$ cat config.mk
export PLATFORM = sky130hd
export DESIGN_NAME = sc_chain_target
export DESIGN_NICKNAME = d
export VERILOG_FILES = /design/src/rtl/sc_chain_target.sv
export SDC_FILE = /design/constraint.sdc
export NUM_CORES = 1
export LEC_CHECK = 0
export ABC_AREA = 1
export CORE_UTILIZATION = 58
export DETAILED_ROUTE_END_ITERATION = 16
export PLACE_DENSITY = 0.86
export SLEW_MARGIN = 0
export SYNTH_ARGS = -nofsm -noshare
export SYNTH_HDL_FRONTEND = slang
export SYNTH_SLANG_ARGS = --single-unit
$ cat constraint.sdc
create_clock -name clki -period 2.15 [get_ports clki]
set_input_delay 0.215 -clock clki [delete_from_list [all_inputs] [get_ports clki]]
set_output_delay 0.215 -clock clki [all_outputs]
set_load 0.05 [all_outputs]
$ cat src/rtl/sc_chain_target.sv
// sc_chain_target
// ---------------
// Chip-side end of the serial scan-chain configuration link. The host's scan
// master drives SC_clk / SC_data / SC_load. This block oversamples them on the
// FPGA system clock, shifts in a DATA_LENG-bit config frame LSB-first, and
// latches it in parallel when SC_load rises. It then returns a parallel status
// word serially on data_out, MSB first, while SC_load is high. It is used as a
// loopback target / chip emulator for bring-up of the master and host software.
//
// Ports
//   clki       system clock
//   rst_n      asynchronous active-low reset
//   SC_clk     scan clock from the master (asynchronous to clki)
//   SC_data    serial config bit, changes on SC_clk falling edge
//   SC_load    load / readback phase strobe
//   status_in  parallel status word, captured when a full frame has arrived
//   data_out   serial readback bit, sampled by the master on SC_clk fall
//   cfg_out    last latched config word
//   cfg_valid  one-clki pulse when cfg_out updates
//   frame_err  set when SC_load rose before a full frame was shifted in
//   busy       high in any state other than IDLE
`timescale 1ns/1ps

module sc_chain_target #(
  parameter int DATA_LENG    = 20,
  parameter int SYNC_STAGES  = 2,
  parameter int IDLE_TIMEOUT = 3000000
) (
  input  logic                 clki,
  input  logic                 rst_n,
  input  logic                 SC_clk,
  input  logic                 SC_data,
  input  logic                 SC_load,
  input  logic [DATA_LENG-1:0] status_in,
  output logic                 data_out,
  output logic [DATA_LENG-1:0] cfg_out,
  output logic                 cfg_valid,
  output logic                 frame_err,
  output logic                 busy
);

  localparam int CNT_W = $clog2(DATA_LENG + 1);
  localparam int TO_W  = (IDLE_TIMEOUT > 2) ? $clog2(IDLE_TIMEOUT) : 1;
  localparam logic [TO_W-1:0]  TO_MAX   = TO_W'(IDLE_TIMEOUT - 1);
  localparam logic [CNT_W-1:0] CNT_FULL = CNT_W'(DATA_LENG);
  localparam logic [CNT_W-1:0] CNT_LAST = CNT_W'(DATA_LENG - 1);

  typedef enum logic [2:0] {
    IDLE,
    SHIFT_IN,
    WAIT_LOAD,
    SHIFT_OUT,
    DONE
  } state_t;

  // Synchronizers. SC_data goes through the same depth as SC_clk so that the
  // synced data bit is aligned with the detected synced clock edge; only the
  // clock and load strobes need a history flop for edge detection.
  logic [SYNC_STAGES-1:0] clk_sync;
  logic [SYNC_STAGES-1:0] data_sync;
  logic [SYNC_STAGES-1:0] load_sync;
  logic                   clk_hist;
  logic                   load_hist;

  always_ff @(posedge clki or negedge rst_n) begin
    if (!rst_n) begin
      clk_sync  <= '0;
      data_sync <= '0;
      load_sync <= '0;
      clk_hist  <= 1'b0;
      load_hist <= 1'b0;
    end else begin
      clk_sync  <= {clk_sync[SYNC_STAGES-2:0], SC_clk};
      data_sync <= {data_sync[SYNC_STAGES-2:0], SC_data};
      load_sync <= {load_sync[SYNC_STAGES-2:0], SC_load};
      clk_hist  <= clk_sync[SYNC_STAGES-1];
      load_hist <= load_sync[SYNC_STAGES-1];
    end
  end

  logic sclk_s;
  logic data_s;
  logic load_s;
  logic sclk_rise;
  logic load_rise;
  logic load_fall;

  assign sclk_s    = clk_sync[SYNC_STAGES-1];
  assign data_s    = data_sync[SYNC_STAGES-1];
  assign load_s    = load_sync[SYNC_STAGES-1];
  assign sclk_rise = sclk_s & ~clk_hist;
  assign load_rise = load_s & ~load_hist;
  assign load_fall = ~load_s & load_hist;

  // Idle timeout: counts clki cycles with synced SC_clk low and saturates.
  // The timeout is only asserted while SC_clk is still low. The cycle that
  // sees SC_clk return high therefore carries a usable sclk_rise: that first
  // bit of a new frame would otherwise be swallowed by the saturated count.
  logic [TO_W-1:0] to_cnt;
  logic            timeout;

  always_ff @(posedge clki or negedge rst_n) begin
    if (!rst_n) begin
      to_cnt <= '0;
    end else if (sclk_s) begin
      to_cnt <= '0;
    end else if (to_cnt != TO_MAX) begin
      to_cnt <= to_cnt + 1'b1;
    end
  end

  assign timeout = ~sclk_s & (to_cnt == TO_MAX);

  // Frame FSM and datapath
  state_t               state;
  state_t               state_nxt;
  logic [DATA_LENG-1:0] in_sr;
  logic [DATA_LENG-1:0] in_sr_nxt;
  logic [DATA_LENG-1:0] out_sr;
  logic [DATA_LENG-1:0] out_sr_nxt;
  logic [CNT_W-1:0]     bit_cnt;
  logic [CNT_W-1:0]     bit_cnt_nxt;
  logic [CNT_W-1:0]     cnt_inc;
  logic [DATA_LENG-1:0] cfg_nxt;
  logic                 vld_nxt;
  logic                 ferr_nxt;
  logic                 load_edge;
  logic                 take_bit;

  always_ff @(posedge clki or negedge rst_n) begin
    if (!rst_n) begin
      state     <= IDLE;
      in_sr     <= '0;
      out_sr    <= '0;
      bit_cnt   <= '0;
      cfg_out   <= '0;
      cfg_valid <= 1'b0;
      frame_err <= 1'b0;
    end else begin
      state     <= state_nxt;
      in_sr     <= in_sr_nxt;
      out_sr    <= out_sr_nxt;
      bit_cnt   <= bit_cnt_nxt;
      cfg_out   <= cfg_nxt;
      cfg_valid <= vld_nxt;
      frame_err <= ferr_nxt;
    end
  end

  always_comb begin
    state_nxt   = state;
    in_sr_nxt   = in_sr;
    out_sr_nxt  = out_sr;
    bit_cnt_nxt = bit_cnt;
    cfg_nxt     = cfg_out;
    vld_nxt     = 1'b0;
    ferr_nxt    = frame_err;

    // Any load edge in the same cycle as an SC_clk rise wins; the rise is lost.
    load_edge = load_rise | load_fall;
    take_bit  = sclk_rise & ~load_s & ~load_edge;
    cnt_inc   = (state == IDLE) ? CNT_W'(1) : bit_cnt + 1'b1;

    if (timeout) begin
      state_nxt   = IDLE;
      bit_cnt_nxt = '0;
      in_sr_nxt   = '0;
      out_sr_nxt  = '0;
    end else begin
      case (state)
        IDLE, SHIFT_IN: begin
          if (load_rise) begin
            // Load arrived before a full frame: flag it, keep cfg_out.
            ferr_nxt  = 1'b1;
            state_nxt = DONE;
          end else if (take_bit) begin
            in_sr_nxt   = {data_s, in_sr[DATA_LENG-1:1]};
            bit_cnt_nxt = cnt_inc;
            if (cnt_inc == CNT_FULL) begin
              out_sr_nxt = status_in;
              state_nxt  = WAIT_LOAD;
            end else begin
              state_nxt = SHIFT_IN;
            end
          end
        end
        WAIT_LOAD: begin
          if (load_rise) begin
            cfg_nxt     = in_sr;
            vld_nxt     = 1'b1;
            ferr_nxt    = 1'b0;
            bit_cnt_nxt = '0;
            state_nxt   = SHIFT_OUT;
          end
        end
        SHIFT_OUT: begin
          if (load_fall) begin
            state_nxt = DONE;
          end else if (sclk_rise && !load_edge && bit_cnt != CNT_LAST) begin
            out_sr_nxt  = {out_sr[DATA_LENG-2:0], 1'b0};
            bit_cnt_nxt = bit_cnt + 1'b1;
          end
        end
        DONE: begin
          // Waits for the idle timeout to re-arm.
        end
        default: begin
          state_nxt = IDLE;
        end
      endcase
    end
  end

  assign data_out = ((state == WAIT_LOAD) || (state == SHIFT_OUT) || (state == DONE))
                    ? out_sr[DATA_LENG-1] : 1'b0;
  assign busy     = (state != IDLE);

endmodule

==> results of run 1 <==
-- worst reg2reg max path: cells and delay by family (launching register included) --
| family | cells | cell delay [ns] |
|---|---|---|
| AOI/OAI and AO/OA | 1 | 0.18 |
| adders and majority gates | 1 | 0.30 |
| buffers and inverters | 1 | 0.20 |
| DFF | 1 | 0.44 |
| and+or+nand+nor | 6 | 0.80 |
-- layout by cell type, fill, tap and decap left out, types with 2 or more instances in the layout --
master,n
nand2_4,2
inv_2,3
o21ai_0,68
buf_4,15
o21bai_1,25
o211ai_1,2
nand2_1,181
clkbuf_8,9
nor2_2,3
inv_8,3
nor2_1,31
dfrtp_1,100
nor3_1,5
nand3_2,7
nor2_4,4
buf_12,3
nand3_1,51
a211oi_1,4
a21oi_1,14
nand3b_1,2
ha_1,3
inv_1,124
xor2_1,2
clkinv_1,2
nand4_1,5
nand2_2,5
clkdlybuf4s50_1,45
clkinvlp_4,2
-- worst paths after layout --
kind | slack, ns | cells after the start | endpoint | startpoint
hold / removal | 0.27 | 2 | out_sr[13]$_DFFE_PN0P_ | rst_n
setup / recovery | 0.11 | 9 | out_sr[9]$_DFFE_PN0P_ | bit_cnt[0]$_DFFE_PN0P_
hold reg to reg | 0.36 | 0 | clk_sync[1]$_DFF_PN0_ | clk_sync[0]$_DFF_PN0_
max in group asynchronous | 1.27 | 3 | cfg_out[17]$_DFFE_PN0P_ | rst_n
min in group clki | 0.28 | 1 | data_sync[0]$_DFF_PN0_ | SC_data
setup reg to reg | 0.11 | 9 | out_sr[9]$_DFFE_PN0P_ | bit_cnt[0]$_DFFE_PN0P_
-- state kept, by name, summed over array words and instances (netlist names) --
register / flops
clk_hist: 1
bit_cnt: 5
out_sr: 20
frame_err: 1
state: 3
to_cnt: 22
load_sync: 2
clk_sync: 2
cfg_valid: 1
in_sr: 20
load_hist: 1
cfg_out: 20
data_sync: 2
-- through the flow --
step,util,setup TNS (ns)
final,0.695,0
after global routing,0.695,-0.0314
after CTS,0.687,0
after detailed placement,0.664,-0.325
after global placement,0.664,0
after floorplan,-,0
-- timing repair --
action                                  4_1_cts  5_1_grt
endpoints found under the setup margin       25       26
setup buffers                                 0        4
hold buffers                                  1        0
cloned                                        0        3
endpoints found under the hold margin        21        0
gates resized for setup                       1        6
pin swaps                                     1        4
-- metal layers --
metal  global-route usage  share of wire  vias up
li1                     -              -     2207
met1                0.324           0.43     2058
met2                0.408           0.48      172
met3               0.0506          0.068       24
met4                0.106          0.018        0
met5                    0              0        -
-- cell type report --
cell class | count | share of cell area
Clock buffer | 9 | 0.0205
Inverter | 130 | 0.0810
Multi-Input combinational cell | 423 | 0.346
Sequential cell | 100 | 0.413
Timing Repair Buffer | 65 | 0.107
Tap cell | 108 | 0.0223
Clock inverter | 7 | 0.0109
-- report_power, final --
group | internal, mW | switching, mW
clock network | 0.451 | 0.721
logic | 0.538 | 0.947
registers | 2.13 | 0.118
-- cell families after synthesis --
kind of cell	share of synthesized area
and+or+nand+nor	0.251
buffers and inverters	0.127
AOI/OAI and AO/OA	0.126
DFF	0.479
adders and majority gates	0.00958
xor gates and xnor gates	0.00503
muxes	0.00216
==> impl_metrics.tcl, run 1 <==
set metrics [dict create \
    hp-class "input port to async pin" \
    drt_iter0_drc 317 \
    power.density_nw_per_um2 810 \
    synth_top_area_share 0.479 \
    cp_cell_sequence "ha_2 > nand3b_1 > nor2_1 > nand3_2 > nand3_2 > nand2_4 > buf_4 > o21bai_1 > nand2_1" \
    register_area_um2 2500 \
    async_reset_ff_frac 1.00 \
    synth_edf_count 0 \
    slew_headroom 0.626 \
    netlist_top_cells_count "181 x nand2_1, 124 x inv_1, 100 x dfrtp_1, 68 x o21ai_0, 52 x nand3_1" \
    nFillCells 655 \
    start_util 0.599 \
    synth_nets 707 \
    syn_area_um2 5220 \
    antennaDiodeCount 0 \
    slowest_stage "dfrtp_1" \
    max_freq_ghz 0.491 \
    htree_num_levels 3 \
    viasPerCell 5.30 \
    setup_violations 0 \
    synth_top_area_cell "dfrtp_1" \
    ys_ff_latch 100 \
    clock_skew_ns 0.0156 \
    crit_type "flop to flop" \
    dr.pass1.iters 5 \
    synth_warnings 0 \
    portBuffers 48 \
    crit_fanout 13 \
    dp_hpwl_um 7400 \
    numCtsBuffers 9 \
    fp.coreArea_um2 8720 \
    endpoint_kind "flop" \
    globalRouteOverflowTotal 0 \
    grt_max_degree 61 \
    cts.path.max_buffers 2 \
    placed_cells 818 \
    cts_root_buf "clkbuf_8" \
    die_y_um 96.9 \
    drive_gt1_frac 0.0845 \
    slowest_delay_ns 0.44 \
    fin_crit_sh 0.947 \
    yosysMostFrequentCell "nand2_1" \
    place_ws_ns -0.0804 \
    synthFlopType "dfrtp_1" \
    wl_um 11200 \
    vias 4461 \
    ant_nets 0 \
    cp_top_family "simple AND/OR/NAND/NOR gates" \
    crit_arrival_ns 2.29 \
    setup_slack_ns 0.114 \
    fin_crit_ns 2.04 \
    antenna_found_initial 0 \
    ioPinCount 49 \
    area_delta_synth_final_pct 16.0 \
    clock_sinks 100 \
    start_kind "flop" \
    row_count 34 \
    grt_pass1_vias 4300 \
    avgSynthCellArea_um2 7.70 \
    whs_ns 0.272 \
    irDropWorstVdd_v 0.000509 \
    final_nets 758 \
    path_clk_slew_ns 0.10 \
    worst-path-buf-inv 1 \
    p_leak_nw 3.15 \
    drc 0 \
    final_cells 842 \
    crit_top_cell "nand3_2" \
    finalHoldViolCount 0 \
    cap_violations 0 \
    design_area_um2 6060 \
    dpl_cell_area_um2 5790 \
    synth_area_leaders "dfrtp_1 48%, nand2_1 13%, inv_1 8.9%, o21ai_0 6.5%, nand3_1 5.0%" \
    required_ns 2.41 \
    clock_latency_ns 0.37 \
    cts_tree "done" \
    place_congestion 0.892 \
    synth_cell_types 33 \
    die_w_um 96.9 \
    slew_viol_final 0 \
    grt_pass1_wl_um 19300 \
    power.total_mw 4.91 \
    gr-usage-all-layers 0.249 \
    die_area_um2 9390 \
    syn-instance-count 678 \
    outcome "finished, final reports clean" \
    wl_per_cell_um 13.3 \
    yosysSeqAreaShare 0.479 \
    timing_worst_slew_pin_value_ns 0.559 \
    multi_input_area_um2 2090 \
]
(Power assumes the default switching activity.)
==> run 2: changes to the inputs <==
--- a/config.mk
+++ b/config.mk
@@ -8,6 +8,7 @@
 export ABC_AREA = 1
 export CORE_UTILIZATION = 58
 export DETAILED_ROUTE_END_ITERATION = 16
+export GPL_ROUTABILITY_DRIVEN = 0
 export PLACE_DENSITY = 0.86
 export SLEW_MARGIN = 0
 export SYNTH_ARGS = -nofsm -noshare
==> results of run 2 <==
The final DEF is identical to that of run 1; final timing and power are the same.
